<file path="src/rtl/pixel_stream_system.sv">
// Input FIFO -> two-stage pixel core (pass / gray / invert / threshold) -> output FIFO, one clock.
// Optional statistics outputs (stall_cycles, frame_count) are built when PIXEL_STREAM_STATS_EN is defined.

module pixel_stream_fifo #(
  parameter int WIDTH = 24,
  parameter int DEPTH = 16
) (
  input  logic             clock,
  input  logic             reset,
  input  logic             wr_en,
  input  logic [WIDTH-1:0] din,
  input  logic             rd_en,
  output logic [WIDTH-1:0] dout,
  output logic             full,
  output logic             empty
);
  localparam int AW = $clog2(DEPTH);

  logic [WIDTH-1:0] mem [DEPTH];
  logic [AW:0]      wr_ptr;
  logic [AW:0]      rd_ptr;
  logic             do_wr;
  logic             do_rd;

  assign empty = (wr_ptr == rd_ptr);
  assign full  = (wr_ptr[AW] != rd_ptr[AW]) && (wr_ptr[AW-1:0] == rd_ptr[AW-1:0]);
  assign do_rd = rd_en && !empty;
  // A read at the same edge frees the head slot, so a write into a full FIFO still lands.
  assign do_wr = wr_en && (!full || do_rd);
  assign dout  = empty ? '0 : mem[rd_ptr[AW-1:0]];

  always_ff @(posedge clock or posedge reset) begin
    if (reset) begin
      wr_ptr <= '0;
      rd_ptr <= '0;
    end else begin
      if (do_wr) wr_ptr <= wr_ptr + 1'b1;
      if (do_rd) rd_ptr <= rd_ptr + 1'b1;
    end
  end

  always_ff @(posedge clock) begin
    if (do_wr) mem[wr_ptr[AW-1:0]] <= din;
  end
endmodule

module pixel_stream_system #(
  parameter int CHANNELS         = 3,
  parameter int CH_WIDTH         = 8,
  parameter int FIFO_BUFFER_SIZE = 16,
  parameter int FRAME_PIXELS     = 1024,
  parameter int THRESHOLD        = 128
) (
  input  logic                         clock,
  input  logic                         reset,
  input  logic [1:0]                   mode,
  input  logic                         fifo_in_wr_en,
  input  logic [CHANNELS*CH_WIDTH-1:0] fifo_in_din,
  output logic                         fifo_in_full,
  input  logic                         fifo_out_rd_en,
  output logic [CHANNELS*CH_WIDTH-1:0] fifo_out_dout,
  output logic                         fifo_out_empty,
  output logic                         frame_done,
  output logic [1:0]                   active_mode
`ifdef PIXEL_STREAM_STATS_EN
  ,
  output logic [31:0]                  stall_cycles,
  output logic [15:0]                  frame_count
`endif
);
  localparam int PW = CHANNELS * CH_WIDTH;
  localparam int SW = CH_WIDTH + 2;
  localparam int CW = (FRAME_PIXELS > 1) ? $clog2(FRAME_PIXELS) : 1;
  localparam logic [CW-1:0]       LAST     = CW'(FRAME_PIXELS - 1);
  localparam logic [CH_WIDTH-1:0] THRESH_L = CH_WIDTH'(THRESHOLD);

  typedef enum logic [1:0] {
    MODE_PASS   = 2'd0,
    MODE_GRAY   = 2'd1,
    MODE_INVERT = 2'd2,
    MODE_THRESH = 2'd3
  } mode_t;

  logic [PW-1:0]       in_dout;
  logic                in_empty;
  logic                in_rd;
  logic                out_full;
  logic                out_wr;
  logic                adv;

  logic                s1_valid;
  logic [PW-1:0]       s1_pix;
  mode_t               s1_mode;
  logic                s2_valid;
  logic [PW-1:0]       s2_pix;

  logic [CW-1:0]       in_count;
  logic [CW-1:0]       out_count;
  mode_t               active_mode_q;
  mode_t               pix_mode;

  logic [SW-1:0]       sum;
  logic [CH_WIDTH-1:0] gray;
  logic [PW-1:0]       result;

  pixel_stream_fifo #(.WIDTH(PW), .DEPTH(FIFO_BUFFER_SIZE)) u_fifo_in (
    .clock (clock),
    .reset (reset),
    .wr_en (fifo_in_wr_en),
    .din   (fifo_in_din),
    .rd_en (in_rd),
    .dout  (in_dout),
    .full  (fifo_in_full),
    .empty (in_empty)
  );

  pixel_stream_fifo #(.WIDTH(PW), .DEPTH(FIFO_BUFFER_SIZE)) u_fifo_out (
    .clock (clock),
    .reset (reset),
    .wr_en (out_wr),
    .din   (s2_pix),
    .rd_en (fifo_out_rd_en),
    .dout  (fifo_out_dout),
    .full  (out_full),
    .empty (fifo_out_empty)
  );

  assign adv         = !s2_valid || !out_full;
  assign in_rd       = !in_empty && adv;
  assign out_wr      = s2_valid && !out_full;
  assign active_mode = active_mode_q;
  // The first pixel of a frame takes the live mode; the rest of the frame reuses the latched one.
  assign pix_mode    = (in_count == '0) ? mode_t'(mode) : active_mode_q;

  always_comb begin
    sum    = '0;
    result = s1_pix;
    for (int c = 0; c < CHANNELS; c++) begin
      sum = sum + SW'(s1_pix[c*CH_WIDTH +: CH_WIDTH]);
    end
    gray = CH_WIDTH'(sum / SW'(CHANNELS));
    case (s1_mode)
      MODE_PASS:   result = s1_pix;
      MODE_GRAY: begin
        for (int c = 0; c < CHANNELS; c++) result[c*CH_WIDTH +: CH_WIDTH] = gray;
      end
      MODE_INVERT: result = ~s1_pix;
      MODE_THRESH: begin
        for (int c = 0; c < CHANNELS; c++) result[c*CH_WIDTH +: CH_WIDTH] = {CH_WIDTH{gray >= THRESH_L}};
      end
    endcase
  end

  always_ff @(posedge clock or posedge reset) begin
    if (reset) begin
      s1_valid <= 1'b0;
      s1_pix   <= '0;
      s1_mode  <= MODE_PASS;
      s2_valid <= 1'b0;
      s2_pix   <= '0;
    end else if (adv) begin
      s1_valid <= in_rd;
      s1_pix   <= in_dout;
      s1_mode  <= pix_mode;
      s2_valid <= s1_valid;
      s2_pix   <= result;
    end
  end

  always_ff @(posedge clock or posedge reset) begin
    if (reset) begin
      in_count      <= '0;
      out_count     <= '0;
      active_mode_q <= MODE_PASS;
      frame_done    <= 1'b0;
    end else begin
      frame_done <= out_wr && (out_count == LAST);
      if (in_rd) begin
        in_count <= (in_count == LAST) ? '0 : in_count + 1'b1;
        if (in_count == '0) active_mode_q <= mode_t'(mode);
      end
      if (out_wr) begin
        out_count <= (out_count == LAST) ? '0 : out_count + 1'b1;
      end
    end
  end

`ifdef PIXEL_STREAM_STATS_EN
  always_ff @(posedge clock or posedge reset) begin
    if (reset) begin
      stall_cycles <= '0;
      frame_count  <= '0;
    end else begin
      if (s2_valid && out_full && (stall_cycles != '1)) stall_cycles <= stall_cycles + 32'd1;
      if (frame_done) frame_count <= frame_count + 16'd1;
    end
  end
`endif
endmodule

</file>
<file path="config.mk">
export PLATFORM = sky130hd
export DESIGN_NAME = pixel_stream_system
export DESIGN_NICKNAME = d
export VERILOG_FILES = /design/src/rtl/pixel_stream_system.sv
export SDC_FILE = /design/constraint.sdc
export NUM_CORES = 1
export LEC_CHECK = 0
export ABC_AREA = 1
export CAP_MARGIN = 20
export CORE_ASPECT_RATIO = 0.7
export CORE_UTILIZATION = 45
export DETAILED_ROUTE_END_ITERATION = 16
export SLEW_MARGIN = 20
export SYNTH_ARGS = -nofsm -noshare
export SYNTH_HDL_FRONTEND = slang
export SYNTH_SLANG_ARGS = --single-unit
export TNS_END_PERCENT = 1
</file>
<file path="constraint.sdc">
create_clock -name clock -period 4.9 [get_ports clock]
set_input_delay 0.735 -clock clock [delete_from_list [all_inputs] [get_ports clock]]
set_output_delay 0.735 -clock clock [all_outputs]
set_load 0.005 [all_outputs]
</file>
==> results of run 1 <==
[cell type report]
type                            count  area, µm²  area share [%]
Clock buffer                      114       2270            5.69
Clock inverter                     37        389           0.974
Inverter                           96        370           0.927
Multi-Input combinational cell   1618       8980            22.5
Sequential cell                   863      25500            63.7
Tap cell                         1044       1310            3.27
Timing Repair Buffer              130       1200            2.99
[logic make-up after synthesis]
| logic type | share of synthesized area (%) |
|---|---|
| multiplexers | 1.23 |
| AND/OR/NAND/NOR | 9.99 |
| XOR/XNOR | 0.799 |
| adder cells (fa/ha/maj) | 1.26 |
| buffers and inverters | 2.78 |
| flip-flops | 72.5 |
| AO/OA/AOI/OAI | 11.4 |
[cell usage in the layout, fill, tap and decap left out, drive strengths merged, types with 2 or more instances in the layout]
cell type        n
or2              2
a2111oi          2
o221ai          77
nand3           80
o32ai           55
nor2           472
a31oi           24
ha              21
clkdlybuf4s50   58
a41oi            3
a22o             9
nor4             2
nand2          288
clkinv          29
o22ai           61
xnor2            7
inv             95
o21ai          355
a21oi           25
nand3b           3
nor3            13
mux2i           41
nand4            7
fa               9
clkinvlp         3
xor2            25
buf             72
bufinv           6
mux2             2
o211ai          31
edfxtp         768
dfrtp           95
clkbuf         114
[critical path, delay by kind of cell (launching register included)]
kind            cells  cell delay [ns]
simple gates       27             2.23
buf+inv             8             0.54
flops               1             0.37
compound gates      2             0.22
fa+ha+maj           4             1.13
[final timing paths]
| check | startpoint | end |
|---|---|---|
| setup / recovery | s1_pix[1]$_DFFE_PP0N_ | s2_pix[16]$_DFFE_PP0N_ |
| hold reg to reg | u_fifo_out.rd_ptr[4]$_DFFE_PP0P_ | u_fifo_out.rd_ptr[4]$_DFFE_PP0P_ |
| setup reg to reg | s1_pix[1]$_DFFE_PP0N_ | s2_pix[16]$_DFFE_PP0N_ |
| max in group asynchronous | reset | u_fifo_in.rd_ptr[0]$_DFFE_PP0P_ |
| hold / removal | u_fifo_out.rd_ptr[4]$_DFFE_PP0P_ | u_fifo_out.rd_ptr[4]$_DFFE_PP0P_ |
| min in group asynchronous | reset | out_count[3]$_DFFE_PP0P_ |
[registers in the layout, indices dropped and copies added, names as in the netlist, 2 cells and up]
register / flops
s2_pix: 24
s1_pix: 24
u_fifo_out.mem: 384
s1_mode: 2
in_count: 10
u_fifo_in.wr_ptr: 5
active_mode: 2
u_fifo_out.rd_ptr: 5
u_fifo_in.mem: 384
u_fifo_in.rd_ptr: 5
out_count: 10
u_fifo_out.wr_ptr: 5
[stage by stage]
| stage | utilization (%) | TNS (ns) | setup slack [ns] |
|---|---|---|---|
| finish | 51.9 | 0 | 0.245 |
| global route | 51.9 | -0.186 | -0.0643 |
| CTS | 51.7 | 0 | 0.0663 |
| detailed placement | 48.2 | -0.0111 | -0.0111 |
| global placement | 48.2 | 0 | 0.315 |
| floorplan | - | 0 | 0.659 |
[repair_timing]
item | 4_1_cts | 5_1_grt
endpoints found under the setup margin | 3 | 6
pin swaps | 0 | 12
resized for setup | 1 | 34
buffers inserted | 1 | 7
[metal layers]
metal,routed length [µm],global-route usage [%],vias to the layer above
met2,40800,34.5,823
met5,13,0,-
met1,43200,36.6,11375
li1,-,-,10193
met3,6720,3.55,144
met4,1660,5.45,2
==> flow_metrics.env, run 1 <==
export IMPL_ys_seq_elements=863
export IMPL_synth_top_area_share_pct=65.8
export IMPL_synth_edff_count=768
export IMPL_grt_pass1_vias=21952
export IMPL_r2r_cells=41
export IMPL_grt_pass1_wl_mm=139
export IMPL_hpwl_mm=51.4
export IMPL_avgViaCountPerCell=5.78
export IMPL_cts_buffers=82
export IMPL_die_w_um=336
export IMPL_clock_path_buffers=3
export IMPL_critPathKind="register to register"
export IMPL_ant_nets=0
export IMPL_grt_overflow=0
export IMPL_antenna_found_initial=1
export IMPL_hold_worst_slack_ns=0.489
export IMPL_drt_iter0_markers=2383
export IMPL_portBuffers=58
export IMPL_finalHoldViolCount=0
export IMPL_die_y_um=236
export IMPL_clock_fmax_ghz=0.215
export IMPL_gp_congestion=0.831
export IMPL_start_kind="register"
export IMPL_synth_distinct_cells=45
export IMPL_maxCapViolations=0
export IMPL_ff2ff_setup_slack_ns=0.24
export IMPL_drtPass1Iterations=5
export IMPL_n_fill_cell=6472
export IMPL_path_common_cell="nand2_2"
export IMPL_fp_row_count=85
export IMPL_cts_hold_buf=0
export IMPL_critPathCaptureType="register"
export IMPL_clk_latency_ns=0.64
export IMPL_syn_area_mm2=0.0351
export IMPL_grt_total_usage_pct=23.5
export IMPL_core_area_mm2=0.0770
export IMPL_antennaDiodeCount=0
export IMPL_outcome="finished clean"
export IMPL_wl_mm=92.4
export IMPL_synth_cells=2741
export IMPL_yosys_area_top_type="edfxtp_1"
export IMPL_synth_nets=2801
export IMPL_crit_required_ns=5.42
export IMPL_cpPeakStageDelay_ns=0.46
export IMPL_cts_tree="yes"
export IMPL_htree_levels=3
export IMPL_hp_class="register to register"
export IMPL_crit_arrival_ns=5.18
export IMPL_drive_above_1_share_pct=10.3
export IMPL_finalCriticalPeriod_ns=4.66
export IMPL_postSynthAreaPerCell_um2=12.8
export IMPL_netlist_top_cells_area="edfxtp_1 66%, dfrtp_1 6.8%, nor2_1 5.0%"
export IMPL_placed_area_mm2=0.0371
export IMPL_yosysSeqAreaShare_pct=72.5
export IMPL_yosys_warnings=0
export IMPL_fin_skew_ns=0.0223
export IMPL_fin_nets=2851
export IMPL_num_vias=22537
export IMPL_slew_headroom_pct=28.5
export IMPL_cts_root_buf="clkbuf_16"
export IMPL_worst_pin_slew_ns=1.07
export IMPL_finalInstanceArea_mm2=0.0400
export IMPL_layout_cells_non_filler=3902
export IMPL_synthFlopType="edfxtp_1"
export IMPL_grt_max_degree=195
export IMPL_crit_fanout=4
export IMPL_wire_per_inst_um=23.7
export IMPL_crit_slowest_cell="fa_1"
export IMPL_synth_most_common_cell="edfxtp_1"
export IMPL_start_util_pct=45.5
export IMPL_synth_common_cells="768 x edfxtp_1, 470 x nor2_1, 340 x o21ai_0"
export IMPL_finalCritPeriodShare_pct=95.0
export IMPL_hold_depth=1
export IMPL_slew_violations=0
export IMPL_setup_viol=0
export IMPL_path_clk_slew_ns=0.07
export IMPL_dieArea_mm2=0.0791
export IMPL_area_growth_pct=14.0
export IMPL_place_inst=3743
export IMPL_ios=59
export IMPL_cts_sinks=863
export IMPL_remaining_drc_errors=0
export IMPL_async_reset_ff_share_pct=11.0
Power of run 1 is not shown: default switching activity piles up to over one toggle a cycle in this logic, so the estimate is an artifact.
==> run 2, diff against run 1 <==
- CAP_MARGIN: 20 -> default
- CTS_CLUSTER_SIZE: default -> 24
- clock period: 4.9 -> 4.8 ns (I/O delays scaled with it)
==> run 2 against run 1 <==
Worst setup slack worse by 0.12 ns. Largest cell class unchanged. Utilization up 0.27 points. Non-clock buffer count increased by 1. Register-to-register slack got worse by 0.12 ns. Sequential share of layout area fell by 0.33 points.
==> flow_metrics.env, run 2 (synthesis results as in run 1) <==
export IMPL_outcome="finished clean"
export IMPL_path_clk_slew_ns=0.07
export IMPL_dieArea_mm2=0.0791
export IMPL_fp_row_count=85
export IMPL_ant_nets=0
export IMPL_finalCriticalPeriod_ns=4.68
export IMPL_cts_buffers=82
export IMPL_reg2reg_from="s1_pix[17]$_DFFE_PP0N_"
export IMPL_grt_total_usage_pct=23.2
export IMPL_crit_fanout=4
export IMPL_hp_class="register to register"
export IMPL_clk_latency_ns=0.65
export IMPL_area_growth_pct=14.6
export IMPL_cts_hold_buf=0
export IMPL_ff2ff_setup_slack_ns=0.12
export IMPL_setup_viol=0
export IMPL_final_common_cell="edfxtp_1"
export IMPL_critPathKind="register to register"
export IMPL_worst_pin_slew_ns=1.15
export IMPL_cts_root_buf="clkbuf_16"
export IMPL_crit_arrival_ns=5.21
export IMPL_cts_tree="yes"
export IMPL_grt_pass1_vias=21737
export IMPL_setup_tns_ns=0
export IMPL_critPathCaptureType="register"
export IMPL_hpwl_mm=51.2
export IMPL_drt_iter0_markers=2643
export IMPL_clock_fmax_ghz=0.214
export IMPL_grt_pass1_wl_mm=137
export IMPL_die_w_um=336
export IMPL_gp_congestion=0.852
export IMPL_cts_sinks=863
export IMPL_ios=59
export IMPL_finalHoldViolCount=0
export IMPL_maxCapViolations=0
export IMPL_drtPass1Iterations=6
export IMPL_finalCritPeriodShare_pct=97.5
export IMPL_start_kind="register"
export IMPL_remaining_drc_errors=0
export IMPL_rr_endpoint="s2_pix[16]$_DFFE_PP0N_"
export IMPL_num_vias=22602
export IMPL_path_common_cell="nand2_2"
export IMPL_htree_levels=3
export IMPL_fin_nets=2852
export IMPL_die_y_um=236
export IMPL_crit_buf_inv=8
export IMPL_core_area_mm2=0.0770
export IMPL_wire_per_inst_um=23.4
export IMPL_wl_mm=91.6
export IMPL_grt_max_degree=196
export IMPL_grt_overflow=0
export IMPL_hp_start="u_fifo_out.wr_ptr[4]$_DFFE_PP0P_"
export IMPL_final_cell_mix="768 x edfxtp_1, 439 x nor2_1, 340 x o21ai_0"
export IMPL_clock_path_buffers=3
export IMPL_start_util_pct=45.5
export IMPL_cpPeakStageDelay_ns=0.47
export IMPL_hold_depth=1
export IMPL_whs_endpoint="u_fifo_out.wr_ptr[4]$_DFFE_PP0P_"
export IMPL_avgViaCountPerCell=5.79
export IMPL_critPathTopFamily="simple AND/OR/NAND/NOR gates"
export IMPL_antenna_found_initial=0
export IMPL_slew_headroom_pct=23.0
export IMPL_fin_skew_ns=0.0381
export IMPL_r2r_cells=38
export IMPL_portBuffers=58
export IMPL_crit_required_ns=5.33
export IMPL_drive_above_1_share_pct=11.3
export IMPL_grt_setup_unrepaired="true"
export IMPL_slew_violations=0
export IMPL_crit_slowest_cell="fa_1"
## run 2: layout make-up
type / count / area (µm²)
antenna: 1 / 2.50
clock buffer: 90 / 2190
clock inverter: 64 / 596
fill: 6484 / 36800
inverter: 96 / 377
multi-input combinational: 1618 / 8990
sequential: 863 / 25500
tap: 1044 / 1310
timing repair buffer: 131 / 1260
## run 2: how the worst max path moves through the flow
| stage | from | endpoint | slack, ns | depth (start not counted) |
|---|---|---|---|---|
| 2_1_floorplan | s1_pix[1]$_DFFE_PP0N_ | s2_pix[0]$_DFFE_PP0N_ | 0.56 | 41 |
| 3_3_place_gp | s1_pix[1]$_DFFE_PP0N_ | s2_pix[0]$_DFFE_PP0N_ | 0.34 | 41 |
| 4_1_cts | s1_pix[9]$_DFFE_PP0N_ | s2_pix[16]$_DFFE_PP0N_ | 0.004 | 41 |
| 3_5_place_dp | s1_pix[9]$_DFFE_PP0N_ | s2_pix[16]$_DFFE_PP0N_ | -0.008 | 41 |
| 6_report | s1_pix[17]$_DFFE_PP0N_ | s2_pix[16]$_DFFE_PP0N_ | 0.12 | 38 |
| 5_1_grt | s1_pix[17]$_DFFE_PP0N_ | s2_pix[8]$_DFFE_PP0N_ | -0.20 | 38 |
## run 2: repair_timing
action / in CTS / in global routing
resized for setup: 3 / 43
pin swaps: 0 / 19
buffers inserted: 0 / 10
endpoints found under the setup margin: 3 / 14
## run 2: through the flow
| step | setup slack [ns] | hold slack (ns) | util [%] | area, µm² | std cells |
|---|---|---|---|---|---|
| 6_report | 0.121 | 0.490 | 52.2 | 40200 | 3907 |
| 5_1_grt | -0.203 | 0.515 | 52.2 | 40200 | 3906 |
| 4_1_cts | 0.00410 | 0.492 | 51.9 | 39900 | 3895 |
| 3_5_place_dp | -0.00796 | 0.481 | 48.2 | 37100 | 3741 |
| 3_3_place_gp | 0.341 | 0.473 | 48.1 | 37100 | 3738 |
| 2_1_floorplan | 0.559 | 0.420 | - | 35100 | 2741 |
## run 2: layer usage
metal,vias to the layer above,GRT usage (%),share of wire [%]
met1,11341,36.7,46
met3,105,3.39,8.2
met2,955,33.7,44
li1,10201,-,-
met5,-,0,0
met4,0,5.30,1.7
Power of run 2 is left out for the same reason.
